## config.mk

```make
export PLATFORM = sky130hd
export DESIGN_NAME = mul_add_tree
export DESIGN_NICKNAME = d
export VERILOG_FILES = /design/src/rtl/mul_add_tree_pkg.sv /design/src/rtl/mul_add_tree_level.sv /design/src/rtl/mul_add_tree.sv
export SDC_FILE = /design/constraint.sdc
export NUM_CORES = 1
export LEC_CHECK = 0
export ABC_AREA = 0
export BUFFER_PORTS_ARGS = -buffer_cell sky130_fd_sc_hd__clkbuf_2
export CORE_MARGIN = 3
export CORE_UTILIZATION = 61
export CTS_CLUSTER_DIAMETER = 50
export DETAILED_ROUTE_END_ITERATION = 10
export PLACE_DENSITY = 0.81
export SETUP_SLACK_MARGIN = 0.4
export SLEW_MARGIN = 30
export SYNTH_ARGS = -nofsm -noshare
export SYNTH_HDL_FRONTEND = slang
export SYNTH_SLANG_ARGS = --single-unit
```

## constraint.sdc

```tcl
create_clock -name clk -period 3.3 [get_ports clk]
set_input_delay 0.825 -clock clk [delete_from_list [all_inputs] [get_ports clk]]
set_output_delay 0.825 -clock clk [all_outputs]
set_load 0.01 [all_outputs]
```

## src/rtl/mul_add_tree_pkg.sv

```systemverilog
// Shared constants for the pipelined shift-and-add multiplier.
// LAT counts the operand register plus one register per adder-tree level.
package mul_add_tree_pkg;

  localparam int DEFAULT_WIDTH = 4;

  function automatic int calc_lat(input int width);
    return $clog2(width) + 1;
  endfunction

endpackage

```

## src/rtl/mul_add_tree_level.sv

```systemverilog
// One registered adder-tree level: sums adjacent input pairs, N_IN -> N_IN/2 words.
// Latency 1 enabled cycle; no backpressure, the level advances whenever ena is high.
// Valid rides alongside the data and is cleared by reset.
module mul_add_tree_level #(
  parameter int N_IN  = 2,
  parameter int WIDTH = 4
) (
  input  logic                            clk,
  input  logic                            rst_n,
  input  logic                            ena,
  input  logic                            in_valid,
  input  logic [N_IN*2*WIDTH-1:0]         in_dat,
  output logic                            out_valid,
  output logic [(N_IN/2)*2*WIDTH-1:0]     out_dat
);

  localparam int PW    = 2 * WIDTH;
  localparam int N_OUT = N_IN / 2;

  logic [N_OUT*PW-1:0] sum;

  always_comb begin
    sum = '0;
    for (int j = 0; j < N_OUT; j++) begin
      sum[j*PW +: PW] = in_dat[(2*j)*PW +: PW] + in_dat[(2*j+1)*PW +: PW];
    end
  end

  always_ff @(posedge clk or negedge rst_n) begin
    if (!rst_n) begin
      out_dat   <= '0;
      out_valid <= 1'b0;
    end else if (ena) begin
      out_dat   <= sum;
      out_valid <= in_valid;
    end
  end

endmodule

```

## src/rtl/mul_add_tree.sv

```systemverilog
// Pipelined unsigned multiplier: operand register, partial products, balanced adder tree.
// Latency LAT = log2(WIDTH)+1 enabled cycles; one pair per enabled cycle, no backpressure.
// ena=0 freezes every stage; rst_n clears all stages and the valid chain asynchronously.
module mul_add_tree
  import mul_add_tree_pkg::*;
#(
  parameter int WIDTH = DEFAULT_WIDTH
) (
  input  logic                 clk,
  input  logic                 rst_n,
  input  logic                 ena,
  input  logic                 in_valid,
  input  logic [WIDTH-1:0]     mul_a,
  input  logic [WIDTH-1:0]     mul_b,
  output logic [2*WIDTH-1:0]   product,
  output logic                 out_valid
);

  localparam int LAT    = calc_lat(WIDTH);
  localparam int LEVELS = LAT - 1;
  localparam int PW     = 2 * WIDTH;
  localparam int NODES  = 2 * WIDTH - 1;

  logic [WIDTH-1:0] a_q;
  logic [WIDTH-1:0] b_q;
  logic             vld_q;

  always_ff @(posedge clk or negedge rst_n) begin
    if (!rst_n) begin
      a_q   <= '0;
      b_q   <= '0;
      vld_q <= 1'b0;
    end else if (ena) begin
      a_q   <= mul_a;
      b_q   <= mul_b;
      vld_q <= in_valid;
    end
  end

  logic [WIDTH*PW-1:0] pp;

  always_comb begin
    pp = '0;
    for (int i = 0; i < WIDTH; i++) begin
      if (b_q[i]) pp[i*PW +: PW] = PW'(a_q) << i;
    end
  end

  // Tree nodes stored level after level: WIDTH leaves, then WIDTH/2 sums, ..., one root.
  logic [NODES*PW-1:0] node;
  logic [LEVELS:0]     lvl_vld;

  assign node[WIDTH*PW-1:0] = pp;
  assign lvl_vld[0]         = vld_q;

  for (genvar l = 1; l <= LEVELS; l++) begin : g_level
    localparam int N_IN    = WIDTH >> (l - 1);
    localparam int IN_OFF  = 2 * WIDTH - 2 * N_IN;
    localparam int OUT_OFF = IN_OFF + N_IN;

    mul_add_tree_level #(
      .N_IN  (N_IN),
      .WIDTH (WIDTH)
    ) u_level (
      .clk       (clk),
      .rst_n     (rst_n),
      .ena       (ena),
      .in_valid  (lvl_vld[l-1]),
      .in_dat    (node[IN_OFF*PW +: N_IN*PW]),
      .out_valid (lvl_vld[l]),
      .out_dat   (node[OUT_OFF*PW +: (N_IN/2)*PW])
    );
  end

  assign product   = node[(NODES-1)*PW +: PW];
  assign out_valid = lvl_vld[LEVELS];

endmodule

```

; ---- Yosys cells after proc, flatten, opt, wreduce, memory -nomap -nowiden
; Cells that the tools add are included.
[word_totals]
output_inout_bits = 9
regBits = 35
wordCells = 14
input_bits = 12
[classes]
n_addsub = 3
muxes = 4
[ops]
columns = cell, count
row1 = 6-bit by 7-bit adder with 8-bit output, 1
row2 = 8-bit adder, 1
row3 = 7-bit two-way mux, 1
row4 = 4-bit by 5-bit adder with 6-bit output, 1
row5 = 6-bit two-way mux, 1
row6 = 5-bit two-way mux, 1
row7 = 4-bit two-way mux, 1

; ---- Depth between registers and ports, before layout
[depth]
word_depth = 2
depth_mapped = 7
depth_no_buf = 7

; ---- Hierarchy
; Synthesis repeated with hierarchy kept, for this count alone.
[hier_totals]
hier_cells = 253
area_unflattened_um2 = 2528.7
[modules_own_cells]
columns = mod, area_each_um2, instances, cells_per_inst
row1 = mul_add_tree_level (g_level[1].u_level), 1348.8, 1, 144
row2 = mul_add_tree_level (g_level[2].u_level), 704.4, 1, 73
row3 = mul_add_tree, 475.5, 1, 36

; ---- Least setup slack after synthesis
; Ideal clock, no wire load.
[synth_timing]
path_type = register to register
from = reg b_q[3]
to = reg g_level[1].u_level.out_dat[13]
setup_time_ps = 125
path_buffers = 0
t_required_ps = 3175
t_arrival_ps = 1466
path_slack_ps = 1710
path_stages_with_launch = 7
cell_sequence = dfrtp_1 -> and2_1 -> ha_1 -> inv_1 -> fa_1 -> xnor2_1 -> mux2_2
[synth_between]
elab_chain_len = 2
[synth_lines]
columns = item, line
row1 = "start, declared", mul_add_tree.sv:25  ; logic [WIDTH-1:0] b_q;
row2 = "start signal, assigned", mul_add_tree.sv:35  ; b_q <= mul_b;
row3 = 7-bit two-way mux, mul_add_tree.sv:45  ; if (b_q[i]) pp[i*PW +: PW] = PW'(a_q) << i;
row4 = 6-bit by 7-bit adder with 8-bit output, mul_add_tree_level.sv:25  ; sum[j*PW +: PW] = in_dat[(2*j)*PW +: PW] + in_dat[(2*j+1)*PW +: PW];
row5 = "end signal, assigned", mul_add_tree_level.sv:34  ; out_dat <= sum;
row6 = "end, declared", mul_add_tree_level.sv:14  ; output logic [(N_IN/2)*2*WIDTH-1:0] out_dat
; Every way passes these cells.
; A chain may end at the register's enable or synchronous reset.

==> results.toml <==
[worst_setup_path]
crit_required_ns = 3.50
r2r_setup_slack_ns = 1.54
slowest_delay_ns = 0.67
reg2reg_to = "g_level[1].u_level.out_dat[13]"
worst-setup-path-type = "input port to register"
end_kind = "register"
critPathMaxFanout = 51
endpoint = "g_level[2].u_level.out_dat[7]"
slowest_stage = "buf_2"
cp_cell_sequence = "buf_2, nor2b_1, a311oi_1, nand3_1"
start_kind = "input port"
r2r-start = "b_q[3]"
reg2regPathDepth = 6
crit_arrival_ns = 2.01
critPathLaunch = "ena"

[logic_synthesis]
synth.area.top_cells = "dfrtp_1 (46%), mux2_2 (11%), ha_1 (7.4%)"
synth_top_area_share_pct = 45.7
synth_area_um2 = 1700
synth_flop_cell = "dfrtp_1"
ys_top_cells_by_count = "dfrtp_1 (31), inv_1 (21), mux2_2 (17)"
yosys.area.top_type = "dfrtp_1"
synth_seq_area_share_pct = 45.7
synth.distinct_cells = 28
synth_nets = 180
synth_edf_count = 0
synthCells = 155
ys_seq_elements = 31
yosysWarnings = 0
yosysMostFrequentCell = "dfrtp_1"
synth_async_sr_flop_share_pct = 100
synth.avg_cell_area_um2 = 11.0

[sta]
finalSetupViolations = 0
period_share_pct = 54.9
slew_viol_final = 0
worstMarginPinSlew_ns = 0.892
slew_headroom_pct = 40.5
fin_tns_setup_ns = 0
hold_viol = 0
period_minus_slack_ns = 1.81
setup_ws_ns = 1.49
holdWs_ns = 0.510
fin_skew_ns = 0.0112
rsz0062_at_grt = "false"
max_freq_ghz = 0.552

[placed_design]
dp_slack_ns = 1.02
hpwl_um = 2070
port_buffers = 20
gp_congestion = 0.817

[route]
via_per_inst = 5.77
drc = 0
wire_per_inst_um = 13.6
first_pass_iters = 4
initialDrtViolationCount = 33
wl_um = 2820
ant_nets = 0
via_count = 1195

[clocking]
worstSkewPairLatency_ns = 0.33
clock_path_buffers = 2
cts_tree = "yes"
h-tree-depth = 2
cts.repair.resized = 0
cts_buffers = 5
post_cts_buffers = 0
cts-hold-fix-buffers = 0
cts-root-buf = "clkbuf_4"
clock_sinks = 31
path_clk_slew_ns = 0.08

[floorplan]
die_w_um = 58.8
start_util_pct = 66.1
chipHeight_um = 58.8
io_pins = 21
core-area_um2 = 2570
dieArea_um2 = 3450
fp-row-count = 18

[grt]
grt.total_usage_pct = 19.7
grt_pass1_vias = 1251
gr-total-overflow = 0
grt_antenna_before_repair = 0
grt_pass1_wl_um = 5130
grt_max_degree = 52

[cells_and_area]
insertedDiodeCount = 0
finalNetCount = 202
drive_gt1_share_pct = 24.9
area_growth_pct = 9.73
regArea_um2 = 776
multi_input_area_um2 = 815
fill_cells = 197

[flow_run]
drv_cap = 0

[hold_path]
hold_path.class = "register to register"

[pwr]
p_leak_uw = 0.000907
powerDensity_nw_per_um2 = 540
peakVddDrop_uv = 420
p_total_uw = 1010

[status]
run_status = "completed"
-- cell usage in the layout (no fill, tap or decap), types with 3 or more instances in the layout --
master,synthesis,final
xnor2_1,3,3
clkbuf_2,0,19
and4b_1,3,3
nor2b_1,7,7
mux2i_1,3,3
and2_1,8,8
o2111ai_1,4,4
nand3_1,6,6
inv_1,21,21
ha_1,10,10
nand2_1,8,8
clkbuf_4,0,5
fa_1,3,3
o21ai_0,10,10
mux2_2,17,17
dfrtp_1,31,31
a31oi_1,3,3
-- through the flow --
stage                     util (%)  instances  instance area (um^2)
final                         72.6        207                  1860
after global routing          72.6        207                  1860
after CTS                     72.6        207                  1860
after detailed placement      70.4        200                  1810
after global placement        70.4        200                  1810
after floorplan                  -        155                  1700
-- layout make-up --
class | count | share of cell area (%)
clock inverters | 1 | 0.269
flip-flops and latches | 31 | 41.6
repair buffers | 20 | 5.37
inverters | 21 | 4.23
multi-input cells | 98 | 43.7
well taps | 30 | 2.01
clock buffers | 6 | 2.75
-- cell families (layout without fill, tap and decap cells) --
| group | count (synthesis) | count (layout) | synth area share (%) |
|---|---|---|---|
| simple gates | 36 | 36 | 12.7 |
| flops | 31 | 31 | 45.7 |
| compound gates | 26 | 26 | 9.80 |
| buf+inv | 26 | 48 | 6.34 |
| mux | 20 | 20 | 13.0 |
| fa+ha+maj | 13 | 13 | 10.9 |
| xor+xnor | 3 | 3 | 1.55 |
-- flip-flops by register name, indices dropped and copies added (netlist names) --
signal / count
a_q: 4
b_q: 4
g_level.u_level.out_dat: 20
g_level.u_level.out_valid: 2
vld_q: 1
-- per-layer routing --
layer / part of all wire (%) / vias up / global-route usage [%]
met4: 3.2 / 0 / 11.7
met5: 0 / - / 0
met2: 50 / 32 / 33.8
li1: - / 584 / -
met1: 42 / 565 / 21.9
met3: 4.8 / 14 / 5.04
-- critical path, delay by kind of cell --
kind / cells / cell delay (ns)
buffers and inverters: 1 / 0.67
AOI/OAI and AO/OA: 1 / 0.28
and+or+nand+nor: 2 / 0.23
-- how the worst min path moves through the flow --
| stage | startpoint | end | slack (ns) | cells past startpoint |
|---|---|---|---|---|
| final | g_level[1].u_level.out_dat[1] | g_level[1].u_level.out_dat[1] | 0.51 | 1 |
| after global routing | g_level[1].u_level.out_valid | g_level[1].u_level.out_valid | 0.53 | 1 |
| after CTS | g_level[1].u_level.out_dat[1] | g_level[1].u_level.out_dat[1] | 0.51 | 1 |
| after detailed placement | g_level[1].u_level.out_dat[1] | g_level[2].u_level.out_dat[1] | 0.49 | 1 |
| after global placement | vld_q | vld_q | 0.48 | 1 |
| after floorplan | g_level[1].u_level.out_dat[1] | g_level[1].u_level.out_dat[1] | 0.47 | 1 |
-- report_power, final --
part           leakage [uW]  switching [uW]  internal [uW]
clock network     0.0000341             121           98.5
logic              0.000490             144            140
registers          0.000383            47.4            454
No activity file was read; power rests on OpenSTA's default activity.
